File: src/rtl/audio_arbiter.sv
// Audio source arbiter: background music vs. click/alert sound effects with a silent gap.
// Optional macro AUDIO_ARB_DUCK_EN pauses the music beat player during effects and gaps.
module audio_arbiter #(
  parameter int TICK_DIV  = 100000,
  parameter int GAP_TICKS = 10
) (
  input  logic        clk,
  input  logic        reset,
  input  logic        music_en,
  input  logic [31:0] music_tone,
  input  logic [1:0]  req,
  input  logic [31:0] req_tone0,
  input  logic [31:0] req_tone1,
  input  logic [7:0]  req_len0,
  input  logic [7:0]  req_len1,
  output logic [1:0]  grant,
  output logic        sfx_done,
  output logic        busy,
  output logic        music_hold,
  output logic [31:0] tone
);

  localparam logic [1:0] S_IDLE  = 2'd0;
  localparam logic [1:0] S_MUSIC = 2'd1;
  localparam logic [1:0] S_SFX   = 2'd2;
  localparam logic [1:0] S_GAP   = 2'd3;

  localparam int          PW      = $clog2(TICK_DIV);
  localparam logic [PW-1:0] PRE_MAX = PW'(TICK_DIV - 1);
  localparam logic [15:0] GAP_LEN = 16'(GAP_TICKS);

  logic [1:0]    state;
  logic [PW-1:0] pre;
  logic [15:0]   ticks;
  logic [31:0]   sfx_tone;
  logic [7:0]    sfx_len;
  logic          sfx_alert;

  logic        acc0, acc1, start, tick_end, phase_end;
  logic [15:0] limit;
  logic [1:0]  rest_state;
  logic [31:0] rest_tone, new_tone;
  logic [7:0]  new_len;

  // Zero-length requests are invisible to the arbiter.
  assign acc0 = req[0] && (req_len0 != 8'd0);
  assign acc1 = req[1] && (req_len1 != 8'd0);

  // Only an alert may interrupt a running click; nothing interrupts an alert.
  assign start = (state == S_SFX) ? (acc1 && !sfx_alert) : (acc0 || acc1);

  assign new_tone = acc1 ? req_tone1 : req_tone0;
  assign new_len  = acc1 ? req_len1  : req_len0;

  assign tick_end   = (pre == PRE_MAX);
  assign limit      = (state == S_SFX) ? {8'd0, sfx_len} : GAP_LEN;
  assign phase_end  = tick_end && (ticks == limit - 16'd1);

  assign rest_state = music_en ? S_MUSIC : S_IDLE;
  assign rest_tone  = music_en ? music_tone : 32'd0;

  assign busy = (state == S_SFX) || (state == S_GAP);

`ifdef AUDIO_ARB_DUCK_EN
  assign music_hold = busy;
`else
  assign music_hold = 1'b0;
`endif

  always_ff @(posedge clk) begin
    if (reset) begin
      state     <= S_IDLE;
      tone      <= '0;
      grant     <= '0;
      sfx_done  <= 1'b0;
      pre       <= '0;
      ticks     <= '0;
      sfx_tone  <= '0;
      sfx_len   <= '0;
      sfx_alert <= 1'b0;
    end else begin
      grant    <= '0;
      sfx_done <= 1'b0;
      if (start) begin
        state     <= S_SFX;
        grant     <= acc1 ? 2'b10 : 2'b01;
        sfx_tone  <= new_tone;
        sfx_len   <= new_len;
        sfx_alert <= acc1;
        tone      <= new_tone;
        pre       <= '0;
        ticks     <= '0;
      end else begin
        case (state)
          S_IDLE, S_MUSIC: begin
            state <= rest_state;
            tone  <= rest_tone;
          end
          S_SFX: begin
            tone  <= sfx_tone;
            pre   <= tick_end ? '0 : pre + PW'(1);
            ticks <= tick_end ? ticks + 16'd1 : ticks;
            if (phase_end) begin
              sfx_done <= 1'b1;
              pre      <= '0;
              ticks    <= '0;
              if (GAP_LEN == 16'd0) begin
                state <= rest_state;
                tone  <= rest_tone;
              end else begin
                state <= S_GAP;
                tone  <= '0;
              end
            end
          end
          default: begin
            tone  <= '0;
            pre   <= tick_end ? '0 : pre + PW'(1);
            ticks <= tick_end ? ticks + 16'd1 : ticks;
            if (phase_end) begin
              state <= rest_state;
              tone  <= rest_tone;
              pre   <= '0;
              ticks <= '0;
            end
          end
        endcase
      end
    end
  end

endmodule

File: config.mk
export PLATFORM = sky130hd
export DESIGN_NAME = audio_arbiter
export DESIGN_NICKNAME = d
export VERILOG_FILES = /design/src/rtl/audio_arbiter.sv
export SDC_FILE = /design/constraint.sdc
export NUM_CORES = 1
export LEC_CHECK = 0
export ABC_AREA = 1
export CAP_MARGIN = 15
export CORE_MARGIN = 3
export CORE_UTILIZATION = 45
export DETAILED_ROUTE_END_ITERATION = 16
export GPL_ROUTABILITY_DRIVEN = 0
export HOLD_SLACK_MARGIN = 0.06
export PLACE_DENSITY_LB_ADDON = 0.05
export SLEW_MARGIN = 20
export SYNTH_ARGS = -nofsm -noshare
export SYNTH_HDL_FRONTEND = slang
export SYNTH_SLANG_ARGS = --single-unit
export TNS_END_PERCENT = 10
File: constraint.sdc
create_clock -name clk -period 2.7 [get_ports clk]
set_input_delay 0.54 -clock clk [delete_from_list [all_inputs] [get_ports clk]]
set_output_delay 0.54 -clock clk [all_outputs]
set_load 0.01 [all_outputs]
==> impl_metrics.ini <==
[status]
status = complete, no violations

[sta]
setup_viol = 0
setup_tns_ns = 0
period_needed_ns = 2.39
rsz0062_at_grt = false
timing.final.crit_share_pct = 88.4
slew_violations = 0
finClkSkew_ns = 0.00946
setup_ws_ns = 0.313
fmax_mhz = 419
hold_viol = 0

[detailed_routing]
via_per_inst = 5.10
drt_wl_total_um = 17500
drc_errors = 0
via_count = 6314
wl_per_cell_um = 14.1
dr.pass1.iters = 5
ant_nets = 0
dr.first_iter.drc_count = 487

[logic_synthesis]
async_flop_share_pct = 0
syn_avg_cell_area_um2 = 6.40
yosys-top-cells-area = dfxtp_1 38%, nand3_1 18%, nand2_1 12%
syn-cell-area_um2 = 5920
synth_edf_count = 0
synth-seq-area-share_pct = 37.5
yosysTopAreaCell = dfxtp_1
synthFlopType = dfxtp_1
ys_types = 33
synth_top_area_share_pct = 37.5
syn-num-nets = 1045
netlist_instances = 925
yosysWarnings = 0
ys_ff_latch = 111

[clock_network]
h-tree-depth = 3
cts_tree = built
hold_buffers = 0
cts_sinks = 111
clk_pin_slew_ns = 0.08
cts-root-buf = clkbuf_16
clock_path_buffers = 2
cts_made_buffers = 9
post_cts_buffers = 0
insertion_delay_ns = 0.35

[worst_setup_path]
crit_path_end_kind = flip-flop
required_ns = 2.95
cp_slowest_cell = dfxtp_1
cp_slowest_stage_delay_ns = 0.34
cp_top_family = simple AND/OR/NAND/NOR gates
cpMostUsedCell = nand2_1
cp_cell_sequence = inv_2, nor2_4, nand2_1, ha_1, xnor2_1, xor2_1, nand2_1, nor2_2, nand3_4, nand2_4, buf_12, nand3_1, nand2_1, inv_1
startpoint_type = flip-flop
path_buf_inv = 3
worstSetupPathType = flip-flop to flip-flop
path_max_fanout = 12
crit_arrival_ns = 2.64

[global_route]
track_usage_pct = 24.4
grt_max_degree = 74
overflow = 0
grt_pass1_vias = 6122
antenna_found_initial = 0
grt_pass1_wl_um = 28900

[power_and_ir_drop]
comb_power_share_pct = 22.4
intPower_mw = 2.99
pwr-share-clk_pct = 34.6
p_sw_share_pct = 28.2
power_density_nw_per_um2 = 521
leakagePower_nw = 3.38
power.switching_mw = 1.18
total_power_mw = 4.17
seqPwrFrac_pct = 43.0
ir_drop_v = 0.000313

[place]
dp.final_hpwl_um = 12500
place_ws_ns = 0.168
placed_area_um2 = 7670
portBuffers = 152

[die]
start_util_pct = 46.5
ioPinCount = 154
core-area_um2 = 12700
chipHeight_um = 121
die_w_um = 121
die_area_um2 = 14600
num_rows = 41

[final_layout]
layout-drive-gt1-share_pct = 5.25
finalNetCount = 1182
antenna_cells = 0
final_area_um2 = 8000
final_common_cell = nand3_1
final_cell_mix = 209 x nand3_1, 184 x nand2_1, 152 x clkdlybuf4s50_1
fillCellCount = 1251
areaGrowthSynthToFinish_pct = 35.2

[flow_run]
max_cap_viol_count = 0

[hold_path]
hp-class = flip-flop to flip-flop
==> power by group through the flow <==
stage	Sequential [mW]	Clock, mW	Combinational (mW)
after detailed placement	1.83	0	0.926
after global routing	1.80	1.54	1.03
after CTS	1.79	1.47	0.934
final	1.79	1.44	0.935
after floorplan	1.84	0	0.470
after global placement	1.83	0	0.924
==> registers in the layout (all words and copies together), names as in the netlist <==
| signal | flops |
|---|---|
| sfx_len | 8 |
| sfx_done | 1 |
| sfx_tone | 32 |
| ticks | 16 |
| grant | 2 |
| tone | 32 |
| state | 2 |
| pre | 17 |
| sfx_alert | 1 |
==> cells by family (layout without fill, tap and decap cells) <==
family | Yosys count | after routing | synth area share [%]
AO/OA/AOI/OAI | 58 | 58 | 5.03
flip-flops | 111 | 111 | 37.5
adder cells (fa/ha/maj) | 3 | 3 | 0.634
buffers and inverters | 166 | 308 | 11.2
other | 1 | 1 | 0.0633
AND/OR/NAND/NOR | 571 | 571 | 43.3
XOR/XNOR | 15 | 15 | 2.22
==> worst min-delay path, cell delays in order (launching register included) <==
cell	delay, ns
dfxtp_1	0.30
inv_1	0.05
o21ai_0	0.07
==> layer usage <==
layer	vias up	share of wire, %	GRT usage [%]
met5	-	0	0
met2	162	48	42.2
li1	3248	-	-
met1	2871	44	29.7
met3	33	5.2	6.45
met4	0	2.5	7.29
==> area by class of cell <==
class                   instances  area, um2  share of cell area (%)
multi-input cells             648       3060                    38.2
flip-flops and latches        111       2220                    27.8
clock inverters                 6       92.6                    1.16
well taps                     172        215                    2.69
repair buffers                176       1750                    21.9
inverters                     116        435                    5.44
clock buffers                  10        229                    2.86
==> Yosys cell counts, drive strengths merged (2+ instances only) <==
cell      n
ha        3
o21ai    44
nor3     23
xnor2     4
xor2     11
nand3   213
buf      18
nor4      5
clkinv    2
dfxtp   111
inv     114
clkbuf   32
nor2    122
nand4    15
a21oi    12
nand2   186
nor3b     5
==> through the flow <==
step                utilization [%]  hold slack, ns  std cells
floorplan                         -           0.439        925
global placement               60.3           0.463       1223
detailed placement             60.3           0.465       1223
CTS                            62.8           0.480       1239
global route                   62.9           0.497       1239
finish                         62.9           0.476       1239
==> worst paths after layout <==
check | depth (start not counted) | slack (ns) | startpoint | endpoint
worst max-delay path | 14 | 0.31 | state[1]$_SDFFE_PP0P_ | state[0]$_SDFFE_PP0P_
worst min-delay path | 2 | 0.48 | sfx_tone[25]$_SDFFE_PP0P_ | sfx_tone[25]$_SDFFE_PP0P_
worst max register to register | 14 | 0.31 | state[1]$_SDFFE_PP0P_ | state[0]$_SDFFE_PP0P_
worst min register to register | 2 | 0.48 | sfx_tone[25]$_SDFFE_PP0P_ | sfx_tone[25]$_SDFFE_PP0P_
==> what timing repair did <==
item | 4_1_cts | 5_1_grt
setup endpoints to repair | 0 | 30
gates resized for setup | 0 | 3
endpoints found under the hold margin | 0 | 0
No activity file was read; power rests on OpenSTA's default activity.
